### src/rtl/thinpad_pkg.sv
// Shared types and constants for the thinpad fetch path: PC/instruction widths,
// the NOP encoding and the fetch FSM state encoding.
package thinpad_pkg;

    localparam int PC_W   = 16;
    localparam int INST_W = 16;

    typedef logic [PC_W-1:0]   pc_t;
    typedef logic [INST_W-1:0] inst_t;

    localparam inst_t NOP_INST = 16'h0800;

    typedef enum logic [1:0] {
        IDLE  = 2'd0,
        FETCH = 2'd1,
        HOLD  = 2'd2,
        DRAIN = 2'd3
    } fetch_state_t;

    // PC arithmetic is modulo 2^PC_W, so 16'hFFFF + 1 wraps to 0.
    function automatic pc_t pc_advance(input pc_t pc, input pc_t step);
        return pc + step;
    endfunction

endpackage

### src/rtl/fetch_skid_buffer.sv
// One-entry skid buffer holding an instruction (and its PC) that was acked
// while decode was stalled.
module fetch_skid_buffer
    import thinpad_pkg::*;
(
    input  logic  clk,
    input  logic  rst,
    input  logic  i_load,
    input  logic  i_clear,
    input  inst_t i_data,
    input  pc_t   i_pc,
    output inst_t o_data,
    output pc_t   o_pc,
    output logic  o_full
);

    inst_t r_data;
    pc_t   r_pc;
    logic  r_full;

    // Clear wins so that a redirect always empties the buffer.
    always_ff @(posedge clk or negedge rst) begin
        if (!rst) begin
            r_data <= NOP_INST;
            r_pc   <= '0;
            r_full <= 1'b0;
        end else if (i_clear) begin
            r_full <= 1'b0;
        end else if (i_load) begin
            r_data <= i_data;
            r_pc   <= i_pc;
            r_full <= 1'b1;
        end
    end

    assign o_data = r_data;
    assign o_pc   = r_pc;
    assign o_full = r_full;

endmodule

### src/rtl/instruction_fetch.sv
// Instruction fetch stage: PC sequencing, imem request/ack handshake, IF/ID register.
// Defining IFETCH_PERF_CNT_EN adds the perf_fetch_cnt / perf_bubble_cnt outputs.
module instruction_fetch
    import thinpad_pkg::*;
#(
    parameter pc_t RESET_PC = 16'h0000,
    parameter pc_t PC_STEP  = 16'd1
) (
    input  logic            clk,
    input  logic            rst,
    output logic            imem_req,
    output logic [PC_W-1:0] imem_addr,
    input  logic            imem_ack,
    input  logic [INST_W-1:0] imem_data,
    input  logic            mem_conflict,
    input  logic            stall,
    input  logic            redirect,
    input  logic [PC_W-1:0] redirect_pc,
    output logic [INST_W-1:0] if_inst,
    output logic [PC_W-1:0] if_pc,
    output logic            if_valid
`ifdef IFETCH_PERF_CNT_EN
    ,
    output logic [15:0]     perf_fetch_cnt,
    output logic [15:0]     perf_bubble_cnt
`endif
);

    fetch_state_t r_state;
    fetch_state_t w_state_next;

    pc_t   r_pc;
    pc_t   w_pc_next;
    logic  r_pending;
    logic  w_pending_next;
    pc_t   r_drain_addr;
    pc_t   w_drain_addr_next;

    inst_t r_if_inst;
    pc_t   r_if_pc;
    logic  r_if_valid;

    logic  w_req;
    pc_t   w_addr;
    logic  w_ack;
    logic  w_load_inst;
    logic  w_load_skid;
    logic  w_load_bubble;
    logic  w_skid_load;
    logic  w_skid_clear;
    inst_t w_skid_data;
    pc_t   w_skid_pc;
    logic  w_skid_full;

    fetch_skid_buffer u_skid (
        .clk     (clk),
        .rst     (rst),
        .i_load  (w_skid_load),
        .i_clear (w_skid_clear),
        .i_data  (imem_data),
        .i_pc    (r_pc),
        .o_data  (w_skid_data),
        .o_pc    (w_skid_pc),
        .o_full  (w_skid_full)
    );

    always_ff @(posedge clk or negedge rst) begin
        if (!rst) begin
            r_state <= IDLE;
        end else begin
            r_state <= w_state_next;
        end
    end

    always_comb begin
        w_state_next      = r_state;
        w_pc_next         = r_pc;
        w_pending_next    = 1'b0;
        w_drain_addr_next = r_drain_addr;
        w_load_inst       = 1'b0;
        w_load_skid       = 1'b0;
        w_load_bubble     = 1'b0;
        w_skid_load       = 1'b0;
        w_skid_clear      = 1'b0;
        w_req             = 1'b0;
        w_addr            = r_pc;

        // An outstanding request keeps the bus regardless of mem_conflict.
        case (r_state)
            IDLE:  w_req = 1'b0;
            FETCH: w_req = r_pending || !mem_conflict;
            HOLD:  w_req = 1'b0;
            DRAIN: begin
                w_req  = 1'b1;
                w_addr = r_drain_addr;
            end
        endcase

        w_ack = w_req && imem_ack;

        if (redirect) begin
            w_pc_next     = redirect_pc;
            w_load_bubble = 1'b1;
            w_skid_clear  = 1'b1;
            // Unacked request in flight: its ack must still be absorbed in DRAIN.
            if (w_req && !imem_ack) begin
                w_state_next = DRAIN;
                if (r_state != DRAIN) begin
                    w_drain_addr_next = r_pc;
                end
            end else begin
                w_state_next = FETCH;
            end
        end else begin
            case (r_state)
                IDLE: begin
                    w_state_next = FETCH;
                    if (!stall) begin
                        w_load_bubble = 1'b1;
                    end
                end
                FETCH: begin
                    if (w_ack) begin
                        w_pc_next = pc_advance(r_pc, PC_STEP);
                        if (stall) begin
                            w_skid_load  = 1'b1;
                            w_state_next = HOLD;
                        end else begin
                            w_load_inst = 1'b1;
                        end
                    end else begin
                        w_pending_next = w_req;
                        if (!stall) begin
                            w_load_bubble = 1'b1;
                        end
                    end
                end
                HOLD: begin
                    if (!stall) begin
                        w_state_next = FETCH;
                        w_skid_clear = 1'b1;
                        if (w_skid_full) begin
                            w_load_skid = 1'b1;
                        end else begin
                            w_load_bubble = 1'b1;
                        end
                    end
                end
                DRAIN: begin
                    if (w_ack) begin
                        w_state_next = FETCH;
                    end
                    if (!stall) begin
                        w_load_bubble = 1'b1;
                    end
                end
            endcase
        end
    end

    always_ff @(posedge clk or negedge rst) begin
        if (!rst) begin
            r_pc         <= RESET_PC;
            r_pending    <= 1'b0;
            r_drain_addr <= RESET_PC;
        end else begin
            r_pc         <= w_pc_next;
            r_pending    <= w_pending_next;
            r_drain_addr <= w_drain_addr_next;
        end
    end

    // Bubbles keep the previous if_pc; only if_inst and if_valid change.
    always_ff @(posedge clk or negedge rst) begin
        if (!rst) begin
            r_if_inst  <= NOP_INST;
            r_if_pc    <= '0;
            r_if_valid <= 1'b0;
        end else if (w_load_bubble) begin
            r_if_inst  <= NOP_INST;
            r_if_valid <= 1'b0;
        end else if (w_load_inst) begin
            r_if_inst  <= imem_data;
            r_if_pc    <= r_pc;
            r_if_valid <= 1'b1;
        end else if (w_load_skid) begin
            r_if_inst  <= w_skid_data;
            r_if_pc    <= w_skid_pc;
            r_if_valid <= 1'b1;
        end
    end

    assign imem_req  = w_req;
    assign imem_addr = w_addr;
    assign if_inst   = r_if_inst;
    assign if_pc     = r_if_pc;
    assign if_valid  = r_if_valid;

`ifdef IFETCH_PERF_CNT_EN
    logic [15:0] r_fetch_cnt;
    logic [15:0] r_bubble_cnt;

    // "Accepted" counts valid instructions written into IF/ID.
    always_ff @(posedge clk or negedge rst) begin
        if (!rst) begin
            r_fetch_cnt  <= '0;
            r_bubble_cnt <= '0;
        end else begin
            if (!w_load_bubble && (w_load_inst || w_load_skid)) begin
                r_fetch_cnt <= r_fetch_cnt + 16'd1;
            end
            if (w_load_bubble) begin
                r_bubble_cnt <= r_bubble_cnt + 16'd1;
            end
        end
    end

    assign perf_fetch_cnt  = r_fetch_cnt;
    assign perf_bubble_cnt = r_bubble_cnt;
`endif

endmodule

### config.mk
export PLATFORM = sky130hd
export DESIGN_NAME = instruction_fetch
export DESIGN_NICKNAME = d
export VERILOG_FILES = /design/src/rtl/thinpad_pkg.sv /design/src/rtl/fetch_skid_buffer.sv /design/src/rtl/instruction_fetch.sv
export SDC_FILE = /design/constraint.sdc
export NUM_CORES = 1
export LEC_CHECK = 0
export CAP_MARGIN = 20
export CORE_ASPECT_RATIO = 1.1
export CORE_UTILIZATION = 55
export CTS_CLUSTER_SIZE = 12
export DETAILED_ROUTE_END_ITERATION = 16
export GPL_TIMING_DRIVEN = 0
export PLACE_DENSITY_LB_ADDON = 0.05
export SLEW_MARGIN = 0
export SYNTH_ARGS = -nofsm -noshare
export SYNTH_HDL_FRONTEND = slang
export SYNTH_SLANG_ARGS = --single-unit
### constraint.sdc
create_clock -name clk -period 4.1 [get_ports clk]
set_input_delay 0.615 -clock clk [delete_from_list [all_inputs] [get_ports clk]]
set_output_delay 0.615 -clock clk [all_outputs]
set_load 0.005 [all_outputs]
==> results of run 1 <==
-- area by class of cell --
type	instances	area (sq um)	share of cell area (%)
clock buffer	11	151.4	2.483
buffer	26	142.6	2.339
sequential	101	2530	41.49
timing repair buffer	87	885.9	14.53
multi-input combinational	251	2178	35.72
clock inverter	5	41.29	0.6771
inverter	8	30.03	0.4924
tap	111	138.9	2.277
-- power breakdown --
part	switching, mW	internal (mW)
logic	0.571	0.859
clock network	0.352	0.260
registers	0.191	1.36
total	1.11	2.48
-- routing by layer --
layer | up-vias | global-route usage (%) | wire length (um)
li1 | 1607 | - | -
met1 | 1735 | 30.86 | 4589
met2 | 77 | 38.98 | 5040
met3 | 17 | 4.148 | 442
met4 | 0 | 9.736 | 192
met5 | - | 0 | 0
-- final timing paths --
| check | start | endpoint | slack, ns | depth (start not counted) |
|---|---|---|---|---|
| setup / recovery | r_state[0]$_DFFE_PN0P_ | imem_addr[15] | 0.92 | 5 |
| min in group clk | if_inst[15]$_DFFE_PN0P_ | if_inst[15]$_DFFE_PN0P_ | 0.49 | 1 |
| hold / removal | rst | if_pc[0]$_DFFE_PN0P_ | 0.19 | 1 |
| hold reg to reg | if_inst[15]$_DFFE_PN0P_ | if_inst[15]$_DFFE_PN0P_ | 0.49 | 1 |
| max in group asynchronous | rst | if_inst[11]$_DFFE_PN1P_ | 3.19 | 2 |
| setup reg to reg | r_state[1]$_DFFE_PN0P_ | if_pc[4]$_DFFE_PN0P_ | 1.46 | 8 |
-- logic make-up after synthesis --
| kind of cell | after synthesis | synth area share (%) |
|---|---|---|
| muxes | 111 | 25.20 |
| adders and majority gates | 5 | 1.282 |
| buffers and inverters | 34 | 3.538 |
| and+or+nand+nor | 72 | 8.998 |
| xor gates and xnor gates | 7 | 1.256 |
| AOI/OAI and AO/OA | 56 | 7.895 |
| DFF | 101 | 51.83 |
-- registers in the layout, indices dropped and copies added, names as in the netlist --
| name | cells |
|---|---|
| r_state | 2 |
| u_skid.o_full | 1 |
| r_drain_addr | 16 |
| r_pc | 16 |
| r_pending | 1 |
| u_skid.o_data | 16 |
| if_inst | 16 |
| if_valid | 1 |
| if_pc | 16 |
| u_skid.o_pc | 16 |
-- synthesized netlist by cell type, types with 2 or more instances --
cell type   n  area, sq um
nand3_1     6        30.03
xor2_1      3        26.28
buf_6       4        45.04
ha_1        5        62.56
mux2i_1    16        160.2
nor4_4      2        42.54
o31ai_1     2        15.01
inv_1       8        30.03
o2bb2ai_1  15        131.4
nor3_1      6        30.03
nand2b_1    2        12.51
and3_1      3        18.77
nand2_1    15        56.30
a21o_1      2        15.01
or3_1       2        12.51
clkbuf_1   10        37.54
buf_1       2        7.510
mux2_1     11        123.9
a21oi_1     3        15.01
dfrtp_1    99         2477
and4_1      5        43.79
or4_1       3        22.52
o21ai_0    17        85.08
a31oi_1     9        56.30
nor2_1     13        48.80
nand4b_1    2        17.52
dfstp_2     2        52.55
nand4_1     7        43.79
buf_2       8        40.04
mux2_2     84        945.9
xnor2_1     4        35.03
-- metrics by stage --
stage | setup WS, ns | TNS, ns | std cells | hold WS (ns)
global placement | -1.375 | -135.78 | 583 | 0.4609
finish | 0.9162 | 0 | 600 | 0.1891
floorplan | 1.829 | 0 | 386 | 0.3194
global route | 0.8013 | 0 | 600 | 0.2031
CTS | 0.9061 | 0 | 600 | 0.1840
detailed placement | 1.116 | 0 | 584 | 0.4729
-- worst max-delay path, cell delays in order, from the launching register on --
cell and delay [ns]:
dfrtp_1 0.43, ha_1 0.16, buf_2 0.21, buf_1 0.54, mux2_2 0.40, clkdlybuf4s50_1 0.47
==> results.json, run 1 <==
{
  "skew_ns": 0.01630,
  "min_period_ns": 3.184,
  "avgSynthCellArea_sq_um": 12.64,
  "grt_pass1_vias": 3419,
  "cts_num_sinks": 101,
  "maxCapViolCount": 0,
  "status": "finished, final reports clean",
  "drtPass1Iterations": 4,
  "cts_buffer_depth": 2,
  "finalCritPeriodShare_pct": 77.65,
  "hold_buffers": 0,
  "drc_errors": 0,
  "final.fill_count": 641,
  "h-tree-depth": 3,
  "grt_first_pass_wirelength_um": 16860,
  "synth_seq_area_share_pct": 51.83,
  "grt_max_degree": 72,
  "vias_per_cell": 5.727,
  "grt_usage_pct": 23.51,
  "initialDrtViolationCount": 142,
  "path_max_fanout": 10,
  "cp.required_ns": 3.48,
  "ys_ff_latch": 101,
  "start_util_pct": 57.45,
  "num_vias": 3436,
  "start_kind": "register",
  "io_buffers": 86,
  "rsz0062_at_grt": "false",
  "io_pins": 88,
  "placed_area_sq_um": 5906,
  "globalRoute.totalOverflow": 0,
  "dp_hpwl_um": 7190,
  "syn_inst": 386,
  "post-route-util_pct": 71.78,
  "cts_root_buf": "clkbuf_8",
  "netlist_area_sq_um": 4881,
  "arrival_ns": 2.57,
  "die-area_sq_um": 9255,
  "crit_type": "reg -> out",
  "worstMarginPinSlew_ns": 0.6661,
  "diodes": 0,
  "total_leakage_power_nw": 2.487,
  "finalPower_mw": 3.589,
  "final_cell_area_sq_um": 6098,
  "totalWireLength_um": 10260,
  "synthArstFlopShare_pct": 100.0,
  "cts_tree": "built",
  "finalHoldViolCount": 0,
  "slew_headroom_pct": 55.59,
  "hold_path_class": "in -> async",
  "worst_skew_pair.late_latency_ns": 0.36,
  "drive_gt1_share_pct": 25.56,
  "antenna_found_initial": 0,
  "yosys.cell_types.count": 47,
  "die_h_um": 100.8,
  "synth_warnings": 0,
  "fp.coreArea_sq_um": 8496,
  "numCtsBuffers": 9,
  "post_cts_resized": 0,
  "wl_per_cell_um": 17.11,
  "fmax_ghz": 0.3141,
  "ant_nets": 0,
  "syn-num-nets": 429,
  "final_common_cell": "dfrtp_1",
  "vdd_drop_max_v": 0.0003309,
  "nets": 527,
  "final_cell_mix": "dfrtp_1 (99), clkdlybuf4s50_1 (85), mux2_2 (84), o21ai_0 (17), mux2i_1 (16)",
  "num_rows": 35,
  "endpoint_kind": "output pin",
  "synth_edf_count": 0,
  "finalSetupViolations": 0,
  "gp_congestion": 0.7794,
  "synth-main-ff-cell": "dfrtp_1",
  "slew_viol_final": 0,
  "area_growth_pct": 24.94,
  "power_density_nw_per_um2": 588.5,
  "clk_pin_slew_worst_paths_ns": 0.10,
  "die-width_um": 91.82,
  "post_cts_buffers": 0
}
(Power assumes the default switching activity.)
==> run 2: changes to the inputs <==
--- a/config.mk
+++ b/config.mk
@@ -7,7 +7,7 @@
 export LEC_CHECK = 0
 export CAP_MARGIN = 20
 export CORE_ASPECT_RATIO = 1.1
-export CORE_UTILIZATION = 55
+export CORE_UTILIZATION = 53
 export CTS_CLUSTER_SIZE = 12
 export DETAILED_ROUTE_END_ITERATION = 16
 export GPL_TIMING_DRIVEN = 0
==> constraint.sdc (replaced) <==
create_clock -name clk -period 3.2 [get_ports clk]
set_input_delay 0.48 -clock clk [delete_from_list [all_inputs] [get_ports clk]]
set_output_delay 0.48 -clock clk [all_outputs]
set_load 0.005 [all_outputs]
==> results.json, run 2 (synthesis gave the netlist of run 1 again) <==
{
  "status": "finished, final reports clean",
  "final_common_cell": "dfrtp_1",
  "endpoint_kind": "output pin",
  "arrival_ns": 2.58,
  "post_cts_resized": 0,
  "finalHoldViolCount": 0,
  "power_density_nw_per_um2": 751.8,
  "cp_slowest_cell": "buf_1",
  "post-place-ws_ns": 0.3656,
  "hold_buffers": 0,
  "finalSetupViolations": 0,
  "finalPower_mw": 4.577,
  "drc_errors": 0,
  "finalWorstSetupSlack_ns": 0.1356,
  "cts_num_sinks": 101,
  "vias_per_cell": 5.622,
  "num_rows": 36,
  "swShare_pct": 31.63,
  "start_kind": "register",
  "hold_path_class": "in -> async",
  "max_stage_delay_ns": 0.52,
  "grt_pass1_vias": 3463,
  "final.fill_count": 701,
  "crit_chain": "ha_1 > buf_2 > buf_1 > mux2_2 > clkdlybuf4s50_1",
  "grt_max_degree": 72,
  "die_h_um": 102.7,
  "dp_hpwl_um": 7120,
  "pwr-share-seq_pct": 43.3,
  "clk_pin_slew_worst_paths_ns": 0.10,
  "power_frac_clock_pct": 16.7,
  "finalCritPeriodShare_pct": 95.76,
  "start_util_pct": 54.73,
  "final_cell_mix": "dfrtp_1 (99), clkdlybuf4s50_1 (85), mux2_2 (84), o21ai_0 (17), mux2i_1 (16)",
  "crit_type": "reg -> out",
  "die-width_um": 93.50,
  "initialDrtViolationCount": 120,
  "cp.required_ns": 2.72,
  "cts_root_buf": "clkbuf_8",
  "path_max_fanout": 10,
  "drive_gt1_share_pct": 25.56,
  "cts_buffer_depth": 2,
  "total_leakage_power_nw": 2.481,
  "h-tree-depth": 3,
  "regArea_sq_um": 2530,
  "globalRoute.totalOverflow": 0,
  "power_frac_comb_pct": 40.0,
  "min_period_ns": 3.064,
  "io_buffers": 86,
  "area_growth_pct": 24.74,
  "worst_skew_pair.late_latency_ns": 0.37,
  "internal_power_mw": 3.129,
  "post_cts_buffers": 0,
  "maxCapViolCount": 0,
  "p_switching_mw": 1.448,
  "multiInputGateArea_sq_um": 2178,
  "fp.coreArea_sq_um": 8919,
  "grt_usage_pct": 23.12,
  "post-route-util_pct": 68.27,
  "wl_per_cell_um": 16.98,
  "r2r_cells": 8,
  "ant_nets": 0,
  "fmax_ghz": 0.3263,
  "gp_congestion": 0.7619,
  "rsz0062_at_grt": "false",
  "drtPass1Iterations": 4,
  "skew_ns": 0.01354,
  "worstMarginPinSlew_ns": 0.6257,
  "slew_headroom_pct": 58.29,
  "io_pins": 88,
  "vdd_drop_max_v": 0.0004341,
  "grt_first_pass_wirelength_um": 17110,
  "antenna_found_initial": 0,
  "nets": 527,
  "diodes": 0,
  "die-area_sq_um": 9598,
  "num_vias": 3390,
  "totalWireLength_um": 10240,
  "numCtsBuffers": 9,
  "slew_viol_final": 0,
  "cts_tree": "built"
}
==> run 2: cell count changes in the layout (fill, tap and decap cells not counted) <==
cell	delta
inv_6	+1
clkbuf_8	-2
clkinv_2	+1
==> run 2: worst paths after layout <==
check	start	to	slack (ns)
hold reg to reg	r_drain_addr[6]$_DFFE_PN0P_	r_drain_addr[6]$_DFFE_PN0P_	0.49
min in group clk	r_drain_addr[6]$_DFFE_PN0P_	r_drain_addr[6]$_DFFE_PN0P_	0.49
setup reg to reg	r_state[1]$_DFFE_PN0P_	if_pc[4]$_DFFE_PN0P_	0.56
setup / recovery	r_state[0]$_DFFE_PN0P_	imem_addr[15]	0.14
max in group asynchronous	rst	r_pc[4]$_DFFE_PN0P_	2.46
hold / removal	rst	if_inst[8]$_DFFE_PN0P_	0.04
==> run 2: worst max-delay path: cells and delay by family (launching register included) <==
family                   cells  cell delay [ns]
adder cells (fa/ha/maj)      1             0.16
buffers and inverters        3             1.22
multiplexers                 1             0.41
flip-flops                   1             0.44
==> run 2: power groups by stage <==
| stage | clock network [mW] | logic, mW | registers (mW) |
|---|---|---|---|
| after global placement | 0 | 1.81 | 1.98 |
| after floorplan | 0 | 1.13 | 1.96 |
| after detailed placement | 0 | 1.84 | 2.01 |
| final | 0.762 | 1.83 | 1.98 |
| after global routing | 0.832 | 2.01 | 2.05 |
| after CTS | 0.781 | 1.85 | 1.98 |
==> run 2: final cells by class <==
cell class / instances / share of cell area, %
Clock buffer: 9 / 2.035
Timing Repair Buffer: 87 / 14.55
Tap cell: 114 / 2.343
Buffer: 26 / 2.343
Multi-Input combinational cell: 251 / 35.78
Clock inverter: 7 / 0.9042
Sequential cell: 101 / 41.55
Inverter: 8 / 0.4932
==> run 2: per-layer routing <==
layer | routed length [um] | up-vias | global-route usage, %
met5 | 0 | - | 0
met1 | 4794 | 1691 | 31.10
met2 | 4880 | 80 | 38.35
met4 | 112 | 0 | 7.101
li1 | - | 1609 | -
met3 | 452 | 10 | 4.425
==> run 2: stage by stage <==
stage | std cells | instance area, sq um | hold WS [ns] | setup TNS, ns
floorplan | 386 | 4881 | 0.1844 | 0
global placement | 586 | 5884 | 0.4611 | -215.90
detailed placement | 587 | 5909 | 0.4485 | 0
CTS | 603 | 6088 | 0.04085 | 0
global route | 603 | 6088 | 0.05803 | 0
finish | 603 | 6088 | 0.03858 | 0
